## src/rtl/regfile_scoreboard.sv

```systemverilog
// Register-file scoreboard: shadows RF writes, waits for a completion write, then
// sweeps the shadow against an expected table. Optional macro: RFSB_MISMATCH_VEC_EN.
module regfile_scoreboard #(
  parameter int XLEN           = 32,
  parameter int NREGS          = 32,
  parameter int DONE_REG       = 8,
  parameter int DONE_VAL       = 1,
  parameter int SETTLE_CYCLES  = 1,
  parameter int TIMEOUT_CYCLES = 100000,
  localparam int AW = $clog2(NREGS),
  localparam int CW = $clog2(NREGS + 1)
) (
  input  logic            clk,
  input  logic            rst_n,
  input  logic            wr_en,
  input  logic [AW-1:0]   wr_addr,
  input  logic [XLEN-1:0] wr_data,
  input  logic            exp_we,
  input  logic [AW-1:0]   exp_addr,
  input  logic [XLEN-1:0] exp_data,
  input  logic            exp_chk,
  input  logic            arm,
  output logic            busy,
  output logic            done,
  output logic            pass,
  output logic            fail,
  output logic            timeout,
  output logic [CW-1:0]   err_count,
  output logic [AW-1:0]   first_err_idx,
  output logic [XLEN-1:0] first_err_got
`ifdef RFSB_MISMATCH_VEC_EN
  ,
  output logic [NREGS-1:0] mismatch_vec
`endif
);

  localparam int SW = (SETTLE_CYCLES > 1) ? $clog2(SETTLE_CYCLES + 1) : 1;
  localparam int TW = (TIMEOUT_CYCLES > 1) ? $clog2(TIMEOUT_CYCLES + 1) : 1;
  localparam logic [SW-1:0] SETTLE_LAST = SW'(SETTLE_CYCLES - 1);
  localparam logic [TW-1:0] TO_LAST     = TW'((TIMEOUT_CYCLES > 0) ? TIMEOUT_CYCLES - 1 : 0);
  localparam logic [AW-1:0] IDX_LAST    = AW'(NREGS - 1);

  typedef enum logic [2:0] {S_IDLE, S_WAIT, S_SETTLE, S_CHECK, S_RESULT} state_t;

  state_t            state;
  logic [XLEN-1:0]   shadow  [NREGS];
  logic [XLEN-1:0]   exp_mem [NREGS];
  logic [NREGS-1:0]  mask;
  logic [TW-1:0]     wait_cnt;
  logic [SW-1:0]     settle_cnt;
  logic [AW-1:0]     idx;
  logic              issue_done;
  logic              vld_p1;
  logic              mism_p1;
  logic              last_p1;
  logic [AW-1:0]     idx_p1;
  logic [XLEN-1:0]   got_p1;
  logic              trigger;
  logic              load_ok;

  function automatic logic is_mismatch(input logic chk, input logic [XLEN-1:0] got,
                                       input logic [XLEN-1:0] want);
    return chk && (got != want);
  endfunction

  assign trigger = wr_en && (wr_addr == AW'(DONE_REG)) && (wr_data == XLEN'(DONE_VAL));
  assign load_ok = (state == S_IDLE) || (state == S_RESULT);

  assign busy = (state == S_WAIT) || (state == S_SETTLE) || (state == S_CHECK);
  assign done = (state == S_RESULT);
  assign pass = done && (err_count == '0) && !timeout;
  assign fail = done && ((err_count != '0) || timeout);

  always_ff @(posedge clk or negedge rst_n) begin
    if (!rst_n) begin
      state <= S_IDLE;
      for (int i = 0; i < NREGS; i++) shadow[i] <= '0;
      mask          <= '0;
      wait_cnt      <= '0;
      settle_cnt    <= '0;
      idx           <= '0;
      issue_done    <= 1'b0;
      vld_p1        <= 1'b0;
      err_count     <= '0;
      first_err_idx <= '0;
      first_err_got <= '0;
      timeout       <= 1'b0;
`ifdef RFSB_MISMATCH_VEC_EN
      mismatch_vec  <= '0;
`endif
    end else begin
      if (wr_en && (wr_addr != '0)) shadow[wr_addr] <= wr_data;
      if (exp_we && load_ok) mask[exp_addr] <= exp_chk;

      case (state)
        S_IDLE, S_RESULT: begin
          if (arm) begin
            state         <= S_WAIT;
            wait_cnt      <= '0;
            settle_cnt    <= '0;
            idx           <= '0;
            issue_done    <= 1'b0;
            vld_p1        <= 1'b0;
            err_count     <= '0;
            first_err_idx <= '0;
            first_err_got <= '0;
            timeout       <= 1'b0;
`ifdef RFSB_MISMATCH_VEC_EN
            mismatch_vec  <= '0;
`endif
          end
        end
        S_WAIT: begin
          // Trigger is tested first so it wins over a coincident timeout.
          if (trigger) begin
            state      <= S_SETTLE;
            settle_cnt <= '0;
          end else if ((TIMEOUT_CYCLES != 0) && (wait_cnt == TO_LAST)) begin
            state   <= S_RESULT;
            timeout <= 1'b1;
          end else begin
            wait_cnt <= wait_cnt + TW'(1);
          end
        end
        S_SETTLE: begin
          if (settle_cnt == SETTLE_LAST) begin
            state      <= S_CHECK;
            idx        <= '0;
            issue_done <= 1'b0;
          end else begin
            settle_cnt <= settle_cnt + SW'(1);
          end
        end
        S_CHECK: begin
          // Stage p0: issue one index per cycle into the compare register.
          vld_p1 <= !issue_done;
          if (!issue_done) begin
            if (idx == IDX_LAST) issue_done <= 1'b1;
            else                 idx        <= idx + AW'(1);
          end
          // Stage p1: accumulate the registered compare result.
          if (vld_p1) begin
            if (mism_p1) begin
              err_count <= err_count + CW'(1);
              if (err_count == '0) begin
                first_err_idx <= idx_p1;
                first_err_got <= got_p1;
              end
`ifdef RFSB_MISMATCH_VEC_EN
              mismatch_vec[idx_p1] <= 1'b1;
`endif
            end
            if (last_p1) begin
              state  <= S_RESULT;
              vld_p1 <= 1'b0;
            end
          end
        end
        default: state <= S_IDLE;
      endcase
    end
  end

  // Expected table and compare datapath carry no reset.
  always_ff @(posedge clk) begin
    if (exp_we && load_ok) exp_mem[exp_addr] <= exp_data;
    if ((state == S_CHECK) && !issue_done) begin
      idx_p1  <= idx;
      got_p1  <= shadow[idx];
      last_p1 <= (idx == IDX_LAST);
      mism_p1 <= is_mismatch(mask[idx], shadow[idx], exp_mem[idx]);
    end
  end

endmodule

```

## config.mk

```make
export PLATFORM = sky130hd
export DESIGN_NAME = regfile_scoreboard
export DESIGN_NICKNAME = d
export VERILOG_FILES = /design/src/rtl/regfile_scoreboard.sv
export SDC_FILE = /design/constraint.sdc
export NUM_CORES = 2
export LEC_CHECK = 0
export CORE_AREA = 2 2 414 416
export DETAILED_ROUTE_END_ITERATION = 8
export DIE_AREA = 0 0 416 418
export PLACE_DENSITY_LB_ADDON = 0.08
export SETUP_SLACK_MARGIN = 0.4
export SYNTH_ARGS = -nofsm -noshare
export SYNTH_HDL_FRONTEND = slang
export SYNTH_SLANG_ARGS = --single-unit
```

## constraint.sdc

```tcl
create_clock -name clk -period 10.05 [get_ports clk]
set_clock_uncertainty 0.2 [all_clocks]
set_input_delay 2.01 -clock clk [delete_from_list [all_inputs] [get_ports clk]]
set_output_delay 2.01 -clock clk [all_outputs]
set_load 0.05 [all_outputs]
```

# == Word level (Yosys, flattened, before mapping) ==
# Memories as Yosys holds them, arrays and structs flattened.
# Index checks and enable logic that the tools add are counted.
# Widths: inputs -> output; s select.
# op_classes
addsub,4
n_lt_le_gt_ge,6
n_eq_ne,22
mux,56
bitwise_logic,2
n_reduce_logical,35
# ops
cell,n
$bwmux 1024,1
$mux 32,7
$bmux 32 s5,1
$demux 32 s5,1
$pmux 32 s2,1
$mux 17,3
$mux 5,7
$pmux 17 s2,1
$bwmux 32,1
$eq 32x1->1 const B,1
$ne 32x32->1,1
$ne 2x2->1 const B,11
$mux 3,6
$mux 6,3
$add 17x1->17 const B,1
$eq 17x17->1 const B,1
$pmux 5 s3,1
$reduce_and 5->1,3
$mux 1,14
$ge 6x6->1 const B,2
$lt 5x6->1 const B,2
$not 5->6,2
$pmux 3 s4,1
$pmux 6 s2,1
other kinds (30),52
# totals
register_bits,1167
ramBits,1024
input_bits,80
out_inout_bits,48
elab_cells,173
memories,1
# memory_table
memory,words,width,rd,rd_clocked_by_memory_dff,wr,line_no,text
exp_mem,32,32,1,0,1,47,logic [XLEN-1:0] exp_mem [NREGS];

# == Logic depth before layout (Yosys ltp) ==
# logic_depth
word_depth,6
ltp_mapped,15
depth_no_buf,10

# == Least setup slack after synthesis ==
# Ideal clock, no wire load.
# synth_timing
path_type,input-to-reg
startpoint,in exp_we
endpoint,reg mask[12]
setup_time_ns,0.125
arrival_time_ns,4.410
t_required_ns,9.725
setup_slack_ns,5.315
stages,5
n_path_buf,1
path_cell_list,nand2_1 or3_1 clkbuf_1 nor2_1 mux2_2
# synth_between
elab_chain_len,1
# synth_lines
element,line_no,text
start: declaration,18,"input logic exp_we,"
$logic_and 1x1->1,93,if (exp_we && load_ok) mask[exp_addr] <= exp_chk;
end signal: indexed assignment,93,
end: declaration,48,logic [NREGS-1:0] mask;
# No other way between the ends.
# A chain may end at the register's enable or synchronous reset.

# == Final worst setup path ==
# layout_timing
startpoint,reg idx[1]
endpoint,reg mism_p1 (data pin)
# layout_between
elab_chain_len,6
elab_cells_between_ends,9
cone_classes,1 x eq/ne; 5 x mux; 1 x bitwise; 1 x reduce/logical; 1 x memory
# layout_lines
element,line_no,text
start: declaration,51,logic [AW-1:0] idx;
start signal: assignment,139,else idx <= idx + AW'(1);
$not 5->6 (implied by the code),171,"mism_p1 <= is_mismatch(mask[idx], shadow[idx], exp_mem[idx]);"
$bmux 32 s5,171,
$mux 32 (implied by the code) (2 in series),171,
$ne 32x32->1,63,return chk && (got != want);
$logic_and 1x1->1 *,63,
end signal: assignment,171,
end: declaration,54,logic mism_p1;
# Mark *: on every way between the ends. The rest lies on a longest branch, timed or not. The select of a mux whose other input is x is not followed.

==> impl_metrics.env <==
export IMPL_first_pass_iters=7
export IMPL_cts_tree="done"
export IMPL_timing_max_slew_rel_slack_pct=15.07
export IMPL_grt_antenna_before_repair=11
export IMPL_chipHeight_um=418
export IMPL_worst_path_max_delay_cell="nor3_1"
export IMPL_numCtsBuffers=221
export IMPL_post_route_cells_drive_above_1_share_pct=38.98
export IMPL_gp_routability_congestion=0.8008
export IMPL_synth_edf_count=1063
export IMPL_setup_slack_ns=4.170
export IMPL_run_status="finished, final reports clean"
export IMPL_arrival_ns=6.24
export IMPL_fin_worst_hold_slack_ns=0.1701
export IMPL_final_period_minus_worst_setup_slack_ns=5.880
export IMPL_floorplan_core_area_mm2=0.1691
export IMPL_track_usage_pct=28.87
export IMPL_boundaryPins=128
export IMPL_syn2layout_area_growth_pct=11.77
export IMPL_critical_path_max_stage_delay_ns=0.80
export IMPL_post_cts_repair_setup_buffers=0
export IMPL_critical_setup_path_kind="reg2reg"
export IMPL_reg2reg_slack_ns=4.17
export IMPL_cp_delay_by_family_top="simple AND/OR/NAND/NOR gates"
export IMPL_postRouteAntennaNets=0
export IMPL_ctsLongestPathBuffers=3
export IMPL_drc=0
export IMPL_largest_fanout_of_any_net_on_the_critical_path=90
export IMPL_slew_viol_final=0
export IMPL_dp_cells=7159
export IMPL_ys_types=65
export IMPL_wl_per_cell_um=32.84
export IMPL_die_x_um=416
export IMPL_startpoint_type="flip-flop"
export IMPL_clockRootBuffer="clkbuf_16"
export IMPL_total_die_area_mm2=0.1739
export IMPL_cp_buffers_inverters=3
export IMPL_postSynthNetCount=5179
export IMPL_first_global_vias=49783
export IMPL_synth_largest_area_cell="edfxtp_1"
export IMPL_grt_start_max_net_pins=184
export IMPL_fmax_mhz=170.1
export IMPL_final_fill_count=12363
export IMPL_hold_buffers=0
export IMPL_vias_per_cell=6.418
export IMPL_cts_repair_resized=0
export IMPL_setup_violations_final=0
export IMPL_transition_at_the_pin_with_the_smallest_max_transition_slack_ns=1.270
export IMPL_ctsHtreeMaxLevel=4
export IMPL_first_iter_violations=4798
export IMPL_detailed_place_hpwl_mm=135.0
export IMPL_start_util_pct=53.92
export IMPL_final_instance_count_excl_fillers=7567
export IMPL_leakagePower_uw=0.03853
export IMPL_grt_pass1_wl_mm=359.7
export IMPL_setup_worst_path_end_class="flip-flop"
export IMPL_unrepaired_setup_endpoints_after_global_routing="false"
export IMPL_postSynth_asyncResetShare_pct=51.46
export IMPL_critPathMostFrequentCell="buf_4"
export IMPL_grt_overflow_total=0
export IMPL_synth_cell_area_mm2=0.09117
export IMPL_dr_total_vias=48562
export IMPL_portBuffers=127
export IMPL_cts_sinks=2190
export IMPL_worst_case_setup_slack_after_placement_ns=4.089
export IMPL_clk_pin_slew_ns=0.07
export IMPL_syn_inst=5094
export IMPL_worst_ep_required_time_ns=10.41
export IMPL_setup_tns_final_ns=0
export IMPL_min_period_over_period_pct=58.51
export IMPL_min_delay_path_class="reg2reg"
export IMPL_drt_total_wl_mm=248.5
export IMPL_max_vdd_ir_drop_mv=0.1982
export IMPL_floorplan_rows=151
export IMPL_finalNetCount=5249
export IMPL_path_cells="buf_4, buf_12, buf_4, mux4_2, nor2_1, o31a_1, nor3_1, xnor2_1, nor4_1, nor3b_2, a21oi_1"
export IMPL_yosys_register_bits=2190
export IMPL_max_cap_violations=0
export IMPL_ys_dominant_reg_cell="dfrtp_1"
export IMPL_power_per_cell_area_mw_per_mm2=228.1
export IMPL_synth_seq_area_share_pct=65.94
export IMPL_ys_top_cells_by_area="edfxtp_1 (35%), dfrtp_1 (31%), mux2_2 (13%), mux4_2 (12%), clkbuf_1 (0.92%)"
export IMPL_synthesis_area_per_instance_um2=17.90
export IMPL_insertion_delay_ns=0.86
export IMPL_synthDominantCellAreaShare_pct=35.01
export IMPL_final_hold_viols=0
export IMPL_ys_warnings_count=0
[cell usage after synthesis, drive strengths merged (7+ instances only)]
| master | count |
|---|---|
| a21oi | 21 |
| a221oi | 22 |
| a22oi | 22 |
| a32o | 13 |
| a32oi | 16 |
| and2 | 8 |
| and3 | 8 |
| buf | 196 |
| clkbuf | 223 |
| dfrtp | 1127 |
| edfxtp | 1063 |
| inv | 8 |
| mux2 | 1048 |
| mux2i | 81 |
| mux4 | 499 |
| nand2 | 191 |
| nand3 | 27 |
| nand3b | 12 |
| nand4 | 13 |
| nor2 | 133 |
| nor3 | 37 |
| nor4 | 15 |
| o211ai | 7 |
| o21ai | 59 |
| o221ai | 22 |
| o22a | 10 |
| o22ai | 84 |
| o31a | 15 |
| xnor2 | 23 |
| xor2 | 23 |
[state kept, by name, summed over array words and instances (netlist names)]
| name | flops |
|---|---|
| idx_p1 | 5 |
| wait_cnt | 17 |
| shadow | 1024 |
| got_p1 | 32 |
| err_count | 6 |
| issue_done | 1 |
| first_err_idx | 5 |
| exp_mem | 1024 |
| state | 3 |
| first_err_got | 32 |
| mism_p1 | 1 |
| timeout | 1 |
| last_p1 | 1 |
| mask | 32 |
| vld_p1 | 1 |
| idx | 5 |
[layer usage]
| metal | share of wire [%] | global-route usage, % | vias to the layer above |
|---|---|---|---|
| met5 | 0.0060 | 0 | - |
| met4 | 2.8 | 8.407 | 4 |
| met3 | 5.7 | 4.616 | 363 |
| met2 | 50 | 47.83 | 1494 |
| met1 | 42 | 39.89 | 26701 |
| li1 | - | - | 20000 |
[power by group]
part           switching (uW)  internal (uW)
Clock                    3490           4680
Combinational            2250           1990
Sequential                491          10400
Total                    6230          17000
[logic make-up after synthesis]
kind of cell | synth area share, %
XOR/XNOR | 0.4419
buffers and inverters | 2.473
AO/OA/AOI/OAI | 2.451
adder cells (fa/ha/maj) | 0.06862
flip-flops | 65.94
AND/OR/NAND/NOR | 2.395
multiplexers | 26.23
[area by class of cell]
| class | count | area [um^2] | area share, % |
|---|---|---|---|
| Antenna cell | 3 | 7.507 | 0.007367 |
| Clock buffer | 326 | 6266 | 6.149 |
| Clock inverter | 79 | 939.7 | 0.9221 |
| Inverter | 10 | 42.54 | 0.04175 |
| Multi-Input combinational cell | 2475 | 29260 | 28.72 |
| Sequential cell | 2190 | 60140 | 59.02 |
| Tap cell | 2218 | 2775 | 2.723 |
| Timing Repair Buffer | 266 | 2470 | 2.424 |
[placed cells by master, fill, tap and decap left out, types with 17 or more instances in the layout]
master / synthesis / layout
clkdlybuf4s50_1: 0 / 126
nor2_4: 0 / 53
nor3_1: 36 / 35
a22oi_1: 22 / 22
edfxtp_1: 1063 / 1063
clkinv_1: 2 / 17
a21oi_1: 21 / 21
clkbuf_1: 223 / 72
o22ai_1: 84 / 84
clkbuf_8: 0 / 32
a221oi_1: 21 / 21
nand2_1: 191 / 175
nor2_1: 133 / 80
mux2i_1: 81 / 81
nand3_1: 27 / 27
dfrtp_1: 1127 / 1122
clkinv_2: 0 / 30
o221ai_1: 22 / 22
o21ai_0: 56 / 56
xnor2_1: 23 / 23
mux2_2: 1047 / 1047
mux4_2: 484 / 484
buf_4: 39 / 127
xor2_1: 23 / 23
clkbuf_16: 0 / 222
[path summary, 6_finish.rpt]
path                                     startpoint                       end  cells past startpoint
max                              idx[1]$_DFFE_PN0P_         mism_p1$_DFFE_PP_                     11
min                        shadow[1015]$_DFFE_PN0P_  shadow[1015]$_DFFE_PN0P_                      0
max reg2reg                      idx[1]$_DFFE_PN0P_         mism_p1$_DFFE_PP_                     11
min reg2reg                shadow[1015]$_DFFE_PN0P_  shadow[1015]$_DFFE_PN0P_                      0
max in group asynchronous                     rst_n   shadow[614]$_DFFE_PN0P_                      3
min in group asynchronous                     rst_n   shadow[847]$_DFFE_PN0P_                      1
[through the flow]
step | instance area (um^2) | util, % | total power (uW)
after floorplan | 91170 | - | 13840
after global placement | 94690 | 56.00 | 15180
after detailed placement | 94690 | 56.00 | 15260
after CTS | 101900 | 60.26 | 23400
after global routing | 101900 | 60.26 | 24130
final | 101900 | 60.26 | 23250
Power figures use the tool's default switching activity.
